[src/rtl/oled_stream_driver.sv]
// rtl/oled_stream_driver.sv - serial pixel streamer for a 96x64 RGB565 OLED panel
// Sequences panel reset, init commands, then WINDOW + PIXELS frames forever.
module oled_stream_driver #(
  parameter int CLK_DIV    = 2,
  parameter int RES_CYCLES = 100,
  parameter int POWER_WAIT = 200,
  parameter int NUM_PIXELS = 6144
) (
  input  logic        CLOCK,
  input  logic        RESET,
  output logic [12:0] pixel_index,
  input  logic [15:0] oled_data,
  output logic        cs,
  output logic        sclk,
  output logic        sdin,
  output logic        d_cn,
  output logic        res_n,
  output logic        frame_begin
);

  typedef enum logic [2:0] {RES_LOW, PWR_WAIT, INIT, WINDOW, PIXELS} state_e;

  state_e      state_q, state_d;
  logic [15:0] wait_q, wait_d;
  logic        busy_q, busy_d;
  logic [7:0]  div_q, div_d;
  logic        half_q, half_d;
  logic [3:0]  bit_q, bit_d;
  logic [15:0] shift_q, shift_d;
  logic [2:0]  idx_q, idx_d;
  logic [12:0] pix_q, pix_d;
  logic        fb_q, fb_d;
  logic        start;
  logic        start_pix;
  logic [15:0] start_word;

  function automatic logic [7:0] cmd_byte(input state_e st, input logic [2:0] i);
    logic [7:0] b;
    b = 8'h00;
    if (st == INIT) begin
      case (i)
        3'd0:    b = 8'hAE;
        3'd1:    b = 8'hA0;
        3'd2:    b = 8'h72;
        default: b = 8'hAF;
      endcase
    end else begin
      case (i)
        3'd0:    b = 8'h15;
        3'd1:    b = 8'h00;
        3'd2:    b = 8'h5F;
        3'd3:    b = 8'h75;
        3'd4:    b = 8'h00;
        default: b = 8'h3F;
      endcase
    end
    return b;
  endfunction

  always_ff @(posedge CLOCK) begin
    if (RESET) begin
      state_q <= RES_LOW;
      wait_q  <= '0;
      busy_q  <= 1'b0;
      div_q   <= '0;
      half_q  <= 1'b0;
      bit_q   <= '0;
      shift_q <= '0;
      idx_q   <= '0;
      pix_q   <= '0;
      fb_q    <= 1'b0;
    end else begin
      state_q <= state_d;
      wait_q  <= wait_d;
      busy_q  <= busy_d;
      div_q   <= div_d;
      half_q  <= half_d;
      bit_q   <= bit_d;
      shift_q <= shift_d;
      idx_q   <= idx_d;
      pix_q   <= pix_d;
      fb_q    <= fb_d;
    end
  end

  always_comb begin
    state_d    = state_q;
    wait_d     = wait_q;
    busy_d     = busy_q;
    div_d      = div_q;
    half_d     = half_q;
    bit_d      = bit_q;
    shift_d    = shift_q;
    idx_d      = idx_q;
    pix_d      = pix_q;
    fb_d       = 1'b0;
    start      = 1'b0;
    start_pix  = 1'b0;
    start_word = '0;
    case (state_q)
      RES_LOW: begin
        if (wait_q == 16'(RES_CYCLES - 1)) begin
          state_d = PWR_WAIT;
          wait_d  = '0;
        end else begin
          wait_d = wait_q + 16'd1;
        end
      end
      PWR_WAIT: begin
        // First command unit starts with no cs gap in front of it
        if (wait_q == 16'(POWER_WAIT - 1)) begin
          state_d    = INIT;
          idx_d      = '0;
          start      = 1'b1;
          start_word = {cmd_byte(INIT, 3'd0), 8'h00};
        end else begin
          wait_d = wait_q + 16'd1;
        end
      end
      default: begin
        if (busy_q) begin
          if (div_q != 8'(CLK_DIV - 1)) begin
            div_d = div_q + 8'd1;
          end else begin
            div_d = '0;
            if (!half_q) begin
              half_d = 1'b1;
            end else if (bit_q != 4'd0) begin
              half_d  = 1'b0;
              bit_d   = bit_q - 4'd1;
              shift_d = {shift_q[14:0], 1'b0};
            end else begin
              // Unit done: indices advance so pixel_index moves on the first gap cycle
              busy_d = 1'b0;
              half_d = 1'b0;
              wait_d = '0;
              case (state_q)
                INIT: begin
                  if (idx_q == 3'd3) begin
                    state_d = WINDOW;
                    idx_d   = '0;
                  end else begin
                    idx_d = idx_q + 3'd1;
                  end
                end
                WINDOW: begin
                  if (idx_q == 3'd5) begin
                    state_d = PIXELS;
                    idx_d   = '0;
                    fb_d    = 1'b1;
                  end else begin
                    idx_d = idx_q + 3'd1;
                  end
                end
                default: begin
                  if (pix_q == 13'(NUM_PIXELS - 1)) begin
                    state_d = WINDOW;
                    pix_d   = '0;
                  end else begin
                    pix_d = pix_q + 13'd1;
                  end
                end
              endcase
            end
          end
        end else if (wait_q == 16'(2 * CLK_DIV - 1)) begin
          start      = 1'b1;
          start_pix  = (state_q == PIXELS);
          start_word = start_pix ? oled_data : {cmd_byte(state_q, idx_q), 8'h00};
        end else begin
          wait_d = wait_q + 16'd1;
        end
      end
    endcase
    if (start) begin
      busy_d  = 1'b1;
      div_d   = '0;
      half_d  = 1'b0;
      bit_d   = start_pix ? 4'd15 : 4'd7;
      shift_d = start_word;
      wait_d  = '0;
    end
  end

  assign cs          = ~busy_q;
  assign sclk        = busy_q ? half_q : 1'b1;
  assign sdin        = shift_q[15];
  assign d_cn        = (state_q == PIXELS);
  assign res_n       = (state_q != RES_LOW);
  assign pixel_index = pix_q;
  assign frame_begin = fb_q;

endmodule
[config.mk]
export PLATFORM = sky130hd
export DESIGN_NAME = oled_stream_driver
export DESIGN_NICKNAME = d
export VERILOG_FILES = /design/src/rtl/oled_stream_driver.sv
export SDC_FILE = /design/constraint.sdc
export NUM_CORES = 1
export LEC_CHECK = 0
export ABC_AREA = 1
export CAP_MARGIN = 40
export CORE_UTILIZATION = 58
export CTS_CLUSTER_DIAMETER = 150
export DETAILED_ROUTE_END_ITERATION = 16
export PLACE_DENSITY = 0.8
export SETUP_SLACK_MARGIN = 0.05
export SYNTH_ARGS = -nofsm -noshare
export SYNTH_HDL_FRONTEND = slang
export SYNTH_SLANG_ARGS = --single-unit
[constraint.sdc]
create_clock -name CLOCK -period 1.85 [get_ports CLOCK]
set_input_delay 0.555 -clock CLOCK [delete_from_list [all_inputs] [get_ports CLOCK]]
set_output_delay 0.555 -clock CLOCK [all_outputs]
set_load 0.1 [all_outputs]
### Word level (Yosys, flattened, before mapping)

Cells that the tools add are included.
Widths: inputs -> output; s select.

| storage, ports and cells | value |
|---|---|
| bits of input ports | 18 |
| register bits after elaboration | 66 |
| logic and storage cells | 144 |

| cells by class | value |
|---|---|
| bitwise gates (word level) | 8 |
| mux-type cells | 67 |
| equality and inequality tests | 29 |
| $add $sub $neg | 5 |
| reduce and logical (&&, ||, !) cells | 25 |

Operators by type and width:

| cell | number |
|---|---|
| $mux 16 | 17 |
| $pmux 16 s2 | 2 |
| $mux 3 | 16 |
| $mux 4 | 7 |
| $pmux 7 s4 | 1 |
| $pmux 3 s2 | 4 |
| $pmux 8 s3 | 1 |
| $add 16x1->16 const B | 1 |
| $eq 16x2->1 const B | 1 |
| $eq 16x7->1 const B | 1 |
| $eq 16x8->1 const B | 1 |
| $mux 8 | 2 |
| $ne 4x2->1 const B | 4 |
| $mux 1 | 15 |
| $add 13x1->13 const B | 1 |
| $eq 13x13->1 const B | 1 |
| $mux 13 | 1 |
| $eq 3x2->1 const B | 4 |
| $reduce_bool 3->1 | 4 |
| $reduce_and 5->1 | 2 |
| $reduce_bool 2->1 | 5 |
| $eq 3x3->1 const B | 3 |
| $reduce_and 9->1 | 1 |
| $add 8x1->8 const B | 1 |
| 20 further kinds | 38 |

### Longest topological paths before layout

Gate-level depths: netlist (run 1).

| depth | value |
|---|---|
| depth in word-level cells | 9 |
| gate-level depth with buffers | 12 |

### Worst setup path before layout (run 1)

OpenSTA, ideal clock, no wires.

| path | value |
|---|---|
| path type | register to register |
| start point | register pix_q[0] (netlist: pixel_index[0]) |
| end point | register state_q[2] |
| cell stages (with the launch flop) | 11 |
| arrival | 2.151 ns |
| required time | 1.722 ns |
| setup time | 0.128 ns |
| slack | -0.429 ns |
| buffers on the path | 0 |
| clock period less this slack | 2.279 ns |
| path through | dfxtp_1 > ha_1 > nand3_1 > nor2_1 > nand3_1 > nand2_1 > nand3_1 > nor2_1 > nand2_1 > o21ai_0 > nor2_1 |

| between the ends | value |
|---|---|
| longest elaborated chain between the ends | 3 |

RTL lines:

| what | RTL line | source |
|---|---|---|
| start, declared | 31 | `logic [12:0] pix_q, pix_d;` |
| start signal, assigned | 81 | `pix_q <= pix_d;` |
| $eq 13x13->1 | 156 | `if (pix_q == 13'(NUM_PIXELS - 1)) begin` |
| $reduce_bool 5->1 (no source line) | -- |  |
| $reduce_and 9->1 (no source line) | -- |  |
| end signal, assigned | 73 | `state_q <= state_d;` |
| end, declared | 23 | `state_e state_q, state_d;` |

No other way between the ends.
A chain may end at the register's enable or synchronous reset.

### Worst setup path after layout (run 1)

| path | value |
|---|---|
| start point | register state_q[0] |
| end point | output res_n |

| between the ends | value |
|---|---|
| longest elaborated chain between the ends | 1 |

RTL lines:

| what | RTL line | source |
|---|---|---|
| $reduce_bool 3->1 | 189 | `assign res_n = (state_q != RES_LOW);` |
| end, declared | 17 | `output logic res_n,` |

No other way between the ends.

==> impl_metrics.yaml, run 1 <==
route:
  drt_iter0_drc: 382
  viasPerCell: 5.78
  vias: 4791
  firstDrtPassIters: 5
  wl_mm: 12.5
  antenna_left: 0
  remaining_drc_errors: 0
  routedWlPerCell_um: 15.1
clock_network:
  cts.htree.levels: 3
  clock_latency_ns: 0.36
  cts_buffers: 9
  clk_pin_slew_ns: 0.09
  cts_sinks: 66
  cts_tree: "yes"
  cts-root-buf: "clkbuf_8"
  cts_hold_buf: 0
  clock_path_buffers: 2
worst_setup_path:
  startpoint_type: "flip-flop"
  cp_num_buf_inv: 2
  cp.depth: 4
  cp-end-kind: "primary output"
  worstSetupPathType: "flip-flop to primary output"
  cp_max_fo: 4
  critical_path.slowest_cell: "dfxtp_4"
  cp_top_family: "flip-flops"
  required_ns: 1.29
  arrival_ns: 1.27
  r2r_cells: 10
  critical_path.cell_chain: "nor2_4 -> nand2_4 -> buf_6 -> buf_12"
  cpPeakStageDelay_ns: 0.37
power:
  vdd_drop_max_mv: 0.442
  pwr_density_cell_nw_per_um2: 761
  leakage_nw: 2.31
final_layout:
  n_fill_cell: 450
  area_growth_pct: 34.9
  final_common_cell: "nand2_1"
  num-nets-final: 758
  layout-drive-gt1-share_pct: 26.2
  n_antenna_cell: 0
  mostFrequentLayoutCells: "155 x nand2_1, 86 x nor2_1, 57 x inv_1, 47 x buf_4, 40 x a21oi_1"
die:
  die_w_um: 86.7
  die_area_um2: 7510
  initial_core_util_pct: 60.5
  fp-row-count: 30
  core-area_um2: 6870
  die_y_um: 86.7
  num_io_pins: 37
sta:
  fin_crit_sh_pct: 98.8
  setup_slack_ns: 0.0218
  hold_violations: 0
  slew_viol_final: 0
  slew_headroom_pct: 74.3
  final.setup_skew_ns: 0.0127
  setup_viol_count_final: 0
  setup_tns_ns: 0
  period_minus_slack_ns: 1.83
  tightest_slew_ns: 0.380
  fmaxAchievable_mhz: 547
  rsz0062_at_grt: "yes"
synthesis:
  avgSynthCellArea_um2: 6.50
  synth_seq_cells: 66
  synth_nets: 670
  syn_inst: 640
  ys_seq_area_share_pct: 31.8
  synth.distinct_cells: 40
  synth_area_um2: 4160
  yosysWarnings: 0
flow_run:
  cap_violations: 0
status:
  status: "finished clean"
place:
  post-dp-hpwl_mm: 7.97
  place_congestion: 0.885
  io_buffers: 36
  pre_cts_slack_ns: 0.0245
global_route:
  antenna_found_initial: 0
  overflow: 0
  grt_pass1_vias: 4266
  grt_pass1_wl_mm: 18.7
  track_usage_pct: 31.2
  grt_start_max_net_pins: 20
worst_hold_path:
  hold_path.class: "flip-flop to flip-flop"
  worstHoldPathCells: 2
[layer usage]
layer  GRT usage, %  vias up  share of wire, %
li1               -     2280                 -
met1           39.6     2214                40
met2           53.0      237                50
met3           5.81       60               6.6
met4           11.5        0               3.5
met5              0        -                 0
[tightest hold or removal path: stages (launching register included)]
cell,delay [ns]
dfxtp_1,0.31
nand3_1,0.07
a21oi_1,0.05
[registers in the layout, indices dropped and copies added (netlist names)]
| name | flops |
|---|---|
| shift_q | 16 |
| wait_q | 16 |
| pixel_index | 13 |
| div_q | 8 |
| bit_q | 4 |
| idx_q | 3 |
| state_q | 3 |
| busy_q | 1 |
| frame_begin | 1 |
| half_q | 1 |
[final timing paths]
path | from | end | slack, ns
max reg2reg | state_q[0] | div_q[2] | 0.04
max | state_q[0] | res_n | 0.02
min reg2reg | shift_q[0] | shift_q[0] | 0.48
min | shift_q[0] | shift_q[0] | 0.48
[cell usage after synthesis]
cell type | instances | area, um2
nand2_1 | 164 | 616
nor2_1 | 97 | 364
dfxtp_1 | 66 | 1320
inv_1 | 65 | 244
a21oi_1 | 42 | 210
o21ai_0 | 40 | 200
nand3_1 | 39 | 195
nand4_1 | 19 | 119
nor3_1 | 13 | 65.1
ha_1 | 12 | 150
xor2_1 | 9 | 78.8
inv_2 | 6 | 22.5
nor2_4 | 6 | 67.6
o311ai_0 | 6 | 52.6
clkbuf_1 | 5 | 18.8
buf_2 | 4 | 20.0
buf_6 | 4 | 45.0
nand2_4 | 4 | 45.0
a31oi_1 | 3 | 18.8
o21ai_1 | 3 | 15.0
o31ai_1 | 3 | 22.5
a211oi_1 | 2 | 15.0
buf_4 | 2 | 15.0
inv_4 | 2 | 12.5
nand3_2 | 2 | 20.0
nand3_4 | 2 | 35.0
nor2_2 | 2 | 12.5
nor2_8 | 2 | 40.0
o21a_1 | 2 | 15.0
o21bai_1 | 2 | 15.0
o22ai_1 | 2 | 12.5
or2_2 | 2 | 12.5
a21o_1 | 1 | 7.51
a22oi_1 | 1 | 7.51
a31o_2 | 1 | 8.76
and3_1 | 1 | 6.26
nor3_2 | 1 | 10.0
nor4_1 | 1 | 6.26
o211ai_1 | 1 | 7.51
xnor2_1 | 1 | 8.76
[per-stage QoR]
stage,cells,area (um2),power (mW),util (%),hold WS [ns]
4_1_cts,810,5270,3.98,76.7,0.483
5_1_grt,829,5610,4.42,81.7,0.506
3_5_place_dp,789,5020,2.73,73.1,0.456
2_1_floorplan,640,4200,2.35,-,0.444
3_3_place_gp,789,5020,2.70,73.1,0.454
6_report,829,5610,4.27,81.7,0.483
[power by group]
| part | internal [mW] | switching (mW) | leakage [nW] |
|---|---|---|---|
| clock | 0.620 | 0.611 | 0.103 |
| sequential | 1.49 | 0.0809 | 0.551 |
| combinational | 0.558 | 0.905 | 1.65 |
[logic make-up after synthesis]
group	synth area share, %
flip-flops	31.8
AO/OA/AOI/OAI	14.6
AND/OR/NAND/NOR	38.8
adder cells (fa/ha/maj)	3.61
XOR/XNOR	2.11
buffers and inverters	9.09
[final cells by class]
class,count,area (um2),share of cell area (%)
multi-input cells,488,2630,46.9
flip-flops and latches,66,1390,24.7
clock buffers,9,124,2.21
well taps,96,120,2.14
clock inverters,7,68.8,1.23
inverters,73,290,5.18
repair buffers,90,991,17.7
[timing repair]
action / in CTS / in global routing
pin swaps: 3 / 28
buffers inserted: 5 / 17
gates cloned: 0 / 2
endpoints found under the hold margin: 0 / 0
gates resized for setup: 8 / 78
endpoints found under the setup margin: 13 / 63
No activity file was read; power rests on OpenSTA's default activity.
==> run 2, diff against run 1 <==
==> constraint.sdc (replaced) <==
create_clock -name CLOCK -period 1.8 [get_ports CLOCK]
set_input_delay 0.54 -clock CLOCK [delete_from_list [all_inputs] [get_ports CLOCK]]
set_output_delay 0.54 -clock CLOCK [all_outputs]
set_load 0.1 [all_outputs]
==> run 2 against run 1 <==
  * The flow now finishes with violations (negative setup slack)
  * Flip-flop and latch count unchanged
  * Final cell count increased by 2.1%
  * Non-clock buffer count increased by 17
  * Routed wire length increased by 3.2%
  * Global-route usage decreased by 2.0 points
  * Sequential power increased by 3%
  * Critical path depth unchanged
  * Critical path type unchanged
  * Highest routed layer unchanged
==> impl_metrics.yaml, run 2 (synthesis gave the netlist of run 1 again) <==
worst_setup_path:
  r2r_cells: 10
  r2r_slack_ns: -0.04
  worstSetupPathType: "flip-flop to primary output"
  reg2reg_from: "state_q[1]"
  startpoint_type: "flip-flop"
  arrival_ns: 1.31
  cp-end-kind: "primary output"
  cp_max_fo: 4
  r2r_end: "shift_q[14]"
  required_ns: 1.26
final_layout:
  final_cells: 846
  n_antenna_cell: 0
  final_util_pct: 84.7
  mostFrequentLayoutCells: "151 x nand2_1, 79 x nor2_1, 58 x inv_1, 58 x buf_4, 42 x dfxtp_1"
  layout-drive-gt1-share_pct: 29.2
  num-nets-final: 775
  area_growth_pct: 39.9
  n_fill_cell: 402
  final_common_cell: "nand2_1"
die:
  fp-row-count: 30
  die_area_um2: 7510
  die_y_um: 86.7
  die_w_um: 86.7
  core-area_um2: 6870
  initial_core_util_pct: 60.5
  num_io_pins: 37
sta:
  fmaxAchievable_mhz: 539
  setup_slack_ns: -0.0548
  final.setup_skew_ns: 0.0237
  setup_tns_ns: -0.169
  tightest_slew_ns: 0.495
  hold_violations: 0
  period_minus_slack_ns: 1.85
  setup_viol_count_final: 4
  rsz0062_at_grt: "yes"
  slew_viol_final: 0
  slew_headroom_pct: 66.6
  fin_crit_sh_pct: 103
worst_hold_path:
  worstHoldPathCells: 2
  hold_end: "shift_q[11]"
  hp-start: "shift_q[11]"
  hold_path.class: "flip-flop to flip-flop"
route:
  wl_mm: 12.9
  antenna_left: 0
  routedWlPerCell_um: 15.3
  firstDrtPassIters: 6
  remaining_drc_errors: 0
  vias: 4946
  viasPerCell: 5.85
  drt_iter0_drc: 429
global_route:
  overflow: 0
  grt_pass1_wl_mm: 17.6
  track_usage_pct: 29.3
  grt_start_max_net_pins: 22
  grt_pass1_vias: 4087
  antenna_found_initial: 0
clock_network:
  cts-root-buf: "clkbuf_8"
  cts_buffers: 9
  clk_pin_slew_ns: 0.09
  cts_sinks: 66
  clock_path_buffers: 2
  cts_tree: "yes"
  cts.htree.levels: 3
  clock_latency_ns: 0.36
power:
  leakage_nw: 2.38
  pwr_density_cell_nw_per_um2: 745
  vdd_drop_max_mv: 0.516
place:
  place_congestion: 0.894
  post-dp-hpwl_mm: 7.56
  io_buffers: 36
  place_inst: 799
status:
  violations: "negative setup slack"
  status: "complete, but fails checks"
flow_run:
  cap_violations: 0
-- run 2: changes by cell type in the layout (fill, tap and decap cells not counted), moves of 5 or more --
cell / before / now
a21oi_1: 40 / 33
dfxtp_1: 35 / 42
o21ai_1: 11 / 16
a21oi_2: 2 / 8
dfxtp_2: 21 / 15
buf_4: 47 / 58
nor2_2: 10 / 15
nor2_1: 86 / 79
-- run 2: how the worst max path moves through the flow --
stage                     cells past startpoint  slack [ns]             end        from
after floorplan                              10        0.03      shift_q[1]  state_q[2]
after CTS                                     4       -0.04           res_n  state_q[1]
final                                         4       -0.05           res_n  state_q[0]
after detailed placement                      5       -0.11  pixel_index[9]       RESET
after global placement                        5       -0.06  pixel_index[5]       RESET
after global routing                         10       -0.11     shift_q[12]  wait_q[13]
-- run 2: cell type report --
cell class	count	area [um2]	share of cell area, %
Inverter	73	295	5.07
Clock inverter	7	52.6	0.903
Clock buffer	9	124	2.13
Sequential cell	66	1370	23.6
Timing Repair Buffer	107	1140	19.7
Tap cell	96	120	2.06
Multi-Input combinational cell	488	2710	46.6
-- run 2: what timing repair did --
item	4_1_cts	5_1_grt
cloned	0	3
setup buffers	3	25
hold buffers	0	0
endpoints found under the setup margin	18	57
pin swaps	3	34
resized for setup	10	97
-- run 2: report_power, final --
part,total (mW),switching [mW],leakage [nW],internal (mW)
combinational,1.55,0.956,1.75,0.593
sequential,1.62,0.0811,0.547,1.54
clock,1.17,0.661,0.0900,0.509
-- run 2: metrics by stage --
stage	power (mW)	setup slack, ns	hold WS, ns	cell area (um2)
CTS	3.97	-0.0420	0.466	5320
detailed placement	2.81	-0.113	0.456	5100
finish	4.34	-0.0548	0.486	5820
floorplan	2.42	0.0341	0.444	4200
global route	4.51	-0.110	0.501	5820
global placement	2.79	-0.0595	0.451	5100
-- run 2: worst max-delay path, cell delays in order, from the launching register on --
cell     delay [ns]
dfxtp_4        0.38
nor2_4         0.19
nand2_4        0.09
buf_6          0.14
buf_12         0.16
-- run 2: routing by layer --
layer / global-route usage (%) / vias to the layer above / share of wire [%]
met3: 4.48 / 87 / 7.5
met1: 37.9 / 2257 / 40
met5: 0 / - / 0
li1: - / 2316 / -
met4: 12.7 / 0 / 5.1
met2: 48.4 / 286 / 47
==> run 3, diff against run 2 <==
--- a/config.mk
+++ b/config.mk
@@ -11,7 +11,9 @@
 export CTS_CLUSTER_DIAMETER = 150
 export DETAILED_ROUTE_END_ITERATION = 16
 export PLACE_DENSITY = 0.8
+export RECOVER_POWER = 100
 export SETUP_SLACK_MARGIN = 0.05
+export SKIP_LAST_GASP = 1
 export SYNTH_ARGS = -nofsm -noshare
 export SYNTH_HDL_FRONTEND = slang
 export SYNTH_SLANG_ARGS = --single-unit
==> run 3 against run 2 <==
  * The flow still finishes with violations (negative setup slack)
  * Total power decreased by 1.1%
  * Clock skew decreased by 0.0056 ns
  * Hold slack got worse by 0.0062 ns
  * Register-to-register slack about the same
  * Largest cell class unchanged
==> impl_metrics.yaml, run 3 (synthesis gave the netlist of run 1 again) <==
status:
  status: "complete, but fails checks"
  violations: "negative setup slack"
power:
  power_frac_seq_pct: 37.6
  clkPwrFrac_pct: 26.8
  power.internal_mw: 2.63
  vdd_drop_max_mv: 0.515
  comb_power_share_pct: 35.5
  leakage_nw: 2.38
  swShare_pct: 38.6
  p_switching_mw: 1.65
  pwr_density_cell_nw_per_um2: 744
final_layout:
  area_growth_pct: 38.6
  mostFrequentLayoutCells: "153 x nand2_1, 82 x nor2_1, 59 x inv_1, 59 x buf_4, 42 x dfxtp_1"
  final_common_cell: "nand2_1"
  n_antenna_cell: 0
  num-nets-final: 775
  layout-drive-gt1-share_pct: 27.5
  final_cells: 846
sta:
  rsz0062_at_grt: "yes"
  slew_viol_final: 0
  hold_violations: 0
  fmaxAchievable_mhz: 545
  setup_viol_count_final: 5
  fin_crit_sh_pct: 102
  setup_tns_ns: -0.0981
  setup_slack_ns: -0.0359
  tightest_slew_ns: 0.428
  slew_headroom_pct: 71.1
  period_minus_slack_ns: 1.84
  final.setup_skew_ns: 0.0182
worst_setup_path:
  r2r_slack_ns: -0.03
  r2r_end: "shift_q[12]"
  endpoint: "res_n"
  required_ns: 1.26
  crit_start: "state_q[0]"
  reg2reg_from: "state_q[1]"
  startpoint_type: "flip-flop"
  r2r_cells: 11
  arrival_ns: 1.30
  cp-end-kind: "primary output"
  cp_max_fo: 4
  worstSetupPathType: "flip-flop to primary output"
worst_hold_path:
  worstHoldPathCells: 2
  hold_path.class: "flip-flop to flip-flop"
die:
  num_io_pins: 37
  core-area_um2: 6870
  die_w_um: 86.7
  die_area_um2: 7510
  die_y_um: 86.7
  initial_core_util_pct: 60.5
  fp-row-count: 30
route:
  viasPerCell: 5.81
  firstDrtPassIters: 6
  drt_iter0_drc: 470
  antenna_left: 0
  wl_mm: 12.6
  routedWlPerCell_um: 14.9
  vias: 4914
  remaining_drc_errors: 0
global_route:
  track_usage_pct: 29.3
  grt_pass1_wl_mm: 17.6
  overflow: 0
  grt_start_max_net_pins: 22
  grt_pass1_vias: 4087
  antenna_found_initial: 0
clock_network:
  cts_tree: "yes"
  cts.htree.levels: 3
  clock_latency_ns: 0.35
  clock_path_buffers: 2
  cts_buffers: 9
  cts-root-buf: "clkbuf_8"
  clk_pin_slew_ns: 0.08
  cts_sinks: 66
place:
  pre_cts_slack_ns: -0.113
  io_buffers: 36
  place_inst: 799
  post-dp-hpwl_mm: 7.56
  place_congestion: 0.894
flow_run:
  cap_violations: 0
## run 3: cell types whose count changed in the layout (fill, tap and decap cells not counted), moves of 2 or more
cell / previous run / this run
nor2_2: 15 / 12
nor2_1: 79 / 82
nand2_2: 13 / 11
nand2_1: 151 / 153
inv_4: 5 / 3
a21oi_1: 33 / 38
a21oi_2: 8 / 4
## run 3: final cells by class
| cell class | instances | area (um2) |
|---|---|---|
| clock buffer | 9 | 124 |
| clock inverter | 7 | 52.6 |
| fill | 418 | 1100 |
| inverter | 73 | 290 |
| multi-input combinational | 488 | 2660 |
| sequential | 66 | 1370 |
| tap | 96 | 120 |
| timing repair buffer | 107 | 1140 |
## run 3: layer usage
metal	track usage, %	share of wire, %
met4	12.7	4.2
met5	0	0
met3	4.48	8.3
met1	37.9	39
met2	48.4	48
## run 3: worst min-delay path by stage
stage	start	to	slack [ns]
final	shift_q[11]	shift_q[11]	0.48
after global routing	shift_q[11]	shift_q[11]	0.50
after CTS	shift_q[10]	shift_q[10]	0.47
after detailed placement	shift_q[10]	shift_q[10]	0.46
after global placement	shift_q[10]	shift_q[10]	0.45
after floorplan	shift_q[10]	shift_q[10]	0.44
## run 3: critical path: stages, from the launching register on
cell and delay (ns):
dfxtp_4 0.37, nor2_4 0.19, nand2_4 0.09, buf_6 0.14
buf_12 0.16
## run 3: timing repair
| item | CTS | global route |
|---|---|---|
| endpoints found under the setup margin | 18 | 57 |
| pin swaps | 3 | 33 |
| buffers inserted | 3 | 25 |
| resized for setup | 10 | 79 |
| endpoints found under the hold margin | 0 | 0 |
| gates cloned | 0 | 3 |
| hold buffers | 0 | 0 |
## run 3: power by group through the flow
stage / Clock (mW) / Combinational [mW] / Sequential [mW]
final: 1.15 / 1.52 / 1.61
after global placement: 0 / 1.16 / 1.63
after floorplan: 0 / 0.795 / 1.63
after CTS: 1.15 / 1.21 / 1.60
after detailed placement: 0 / 1.18 / 1.63
after global routing: 1.23 / 1.62 / 1.62
## run 3: through the flow
step	util (%)	hold slack (ns)	power, mW	cell area [um2]
4_1_cts	77.5	0.466	3.97	5320
3_5_place_dp	74.2	0.456	2.81	5100
6_report	83.9	0.480	4.29	5760
2_1_floorplan	-	0.444	2.42	4200
5_1_grt	83.9	0.501	4.47	5760
3_3_place_gp	74.2	0.451	2.79	5100
==> RTL change, RTL diff (flow settings as in run 3) <==
The 5 states of `state_e` get a one-hot encoding in 5 bits.
--- a/src/rtl/oled_stream_driver.sv
+++ b/src/rtl/oled_stream_driver.sv
@@ -18,7 +18,7 @@
   output logic        frame_begin
 );
 
-  typedef enum logic [2:0] {RES_LOW, PWR_WAIT, INIT, WINDOW, PIXELS} state_e;
+  typedef enum logic [4:0] {RES_LOW = 5'b00001, PWR_WAIT = 5'b00010, INIT = 5'b00100, WINDOW = 5'b01000, PIXELS = 5'b10000} state_e;
 
   state_e      state_q, state_d;
   logic [15:0] wait_q, wait_d;
Function: same outputs for any inputs over 10 cycles, from zero or initial values and one cycle with RESET high; not proved beyond that.
==> RTL change against run 3 <==
- the flow still finishes with violations (negative setup slack)
- worst hold slack improved by 0.018 ns
- synthesized area rose by 7.8%
- routed wire length rose by 44%
- via count rose by 22%
- setup slack got worse by 0.22 ns
- cell area rose by 11%
- critical path depth rose by 7
- synthesized cell count rose by 15%
- sequential cell count rose by 2
Power is not compared: it rests on default switching activity, and its combinational part moved more than twofold at a synthesized area within 25%.
==> RTL change: results (changes against run 3) <==
** Placement
- Detailed-placement wirelength estimate :: 8.91 mm (+18%)

** Setup path
- The critical-path maximum fanout was 6 (+2).
- Crit-path leading delay family :: simple AND/OR/NAND/NOR gates
- The endpoint identified for the worst register-to-register timing path is wait_q[0].
- The startpoint identified for the worst register-to-register timing path is state_q[3].
- Critical path type :: reg -> reg

** Outcome
- Outcome :: complete, but fails checks
- The checks that failed: negative setup slack.

** Synth
- The sequential area share after synthesis came to 0.304 (-0.0140).
- Post-Syn Nets :: 763 (+14%)
- The per-instance average area after synthesis is 6.12 µm² (-5.9%).
- Ranked by instance count, the synthesized netlist is headed by 210 x nand2_1, 132 x nor2_1, 72 x inv_1, 68 x dfxtp_1, 52 x a21oi_1.

** Clock tree
- The number of resized instances in the post-cts repair step is 23 (+13).
- Clock insertion delay at the later pin of the skew report :: 0.38 ns (+0.03 ns)
- The buffers inserted during post-CTS setup optimization was 6 (+3).

** GRT
- The met1 demand-to-capacity share in global routing came to 0.404 (+0.0248).
- Total Routing Usage GR :: 0.326 (+0.0330)
- Pin count of the biggest net entering global routing :: 23 (+4.5%)

** Cells and area
- Final std cell area, no fill :: 6410 µm² (+11%)
- Fill cell count :: 384 (-8.1%)

** STA
- The count of endpoints failing setup in the final report was 63 (+58).
- The worst-case setup margin in the final layout is -0.260 ns (-0.224 ns).

** Detailed routing
- Iteration-0 DRC count of the detailed router :: 904 (+92%)
- The routed length per instance came to 19.3 µm (+29%).
- The routed length on met1 came to 6.54 mm (+33%).
- The met3 layer wire length in the routed design is 2.11 mm (+100%).
- Router iterations before antenna repair :: 11 (+5)
RTL change: cell count changes in the layout (fill, tap and decap cells not counted), moves of 8 or more:
cell / change
nand2_1: +40
nor2_1: +29
o21ai_0: -12
a21oi_2: +9
buf_4: +9
nor2_2: +9
o21ai_1: -8
RTL change: cell families (layout without fill, tap and decap cells):
logic type | after synthesis | after routing | synth area share
xor gates and xnor gates | 17 | 17 | 0.0332
and+or+nand+nor | 443 | 444 | 0.424
DFF | 68 | 68 | 0.304
adders and majority gates | 12 | 12 | 0.0335
buffers and inverters | 98 | 212 | 0.0901
AOI/OAI and AO/OA | 95 | 95 | 0.115
RTL change: cell type report:
class	instances	area, µm²	area share
inverters	75	305	0.0476
clock buffers	9	124	0.0193
well taps	99	124	0.0193
clock inverters	7	97.6	0.0152
flip-flops and latches	68	1410	0.220
repair buffers	120	1190	0.186
multi-input cells	568	3150	0.492
repair inverters	1	7.51	0.00117
RTL change: worst min-delay path by stage:
| stage | to | slack (ns) | cells past startpoint | from |
|---|---|---|---|---|
| floorplan | shift_q[0] | 0.44 | 2 | shift_q[0] |
| global placement | shift_q[0] | 0.45 | 2 | shift_q[0] |
| detailed placement | shift_q[0] | 0.46 | 2 | shift_q[0] |
| CTS | shift_q[0] | 0.47 | 2 | shift_q[0] |
| global route | pixel_index[11] | 0.50 | 2 | pixel_index[11] |
| finish | pixel_index[11] | 0.50 | 2 | pixel_index[11] |
RTL change: power groups by stage:
stage	Clock [mW]	Sequential [mW]	Combinational, mW
2_1_floorplan	0	1.75	1.47
3_3_place_gp	0	1.75	2.14
3_5_place_dp	0	1.75	2.21
4_1_cts	1.46	1.73	2.43
5_1_grt	1.54	1.81	3.57
6_report	1.50	1.81	3.49
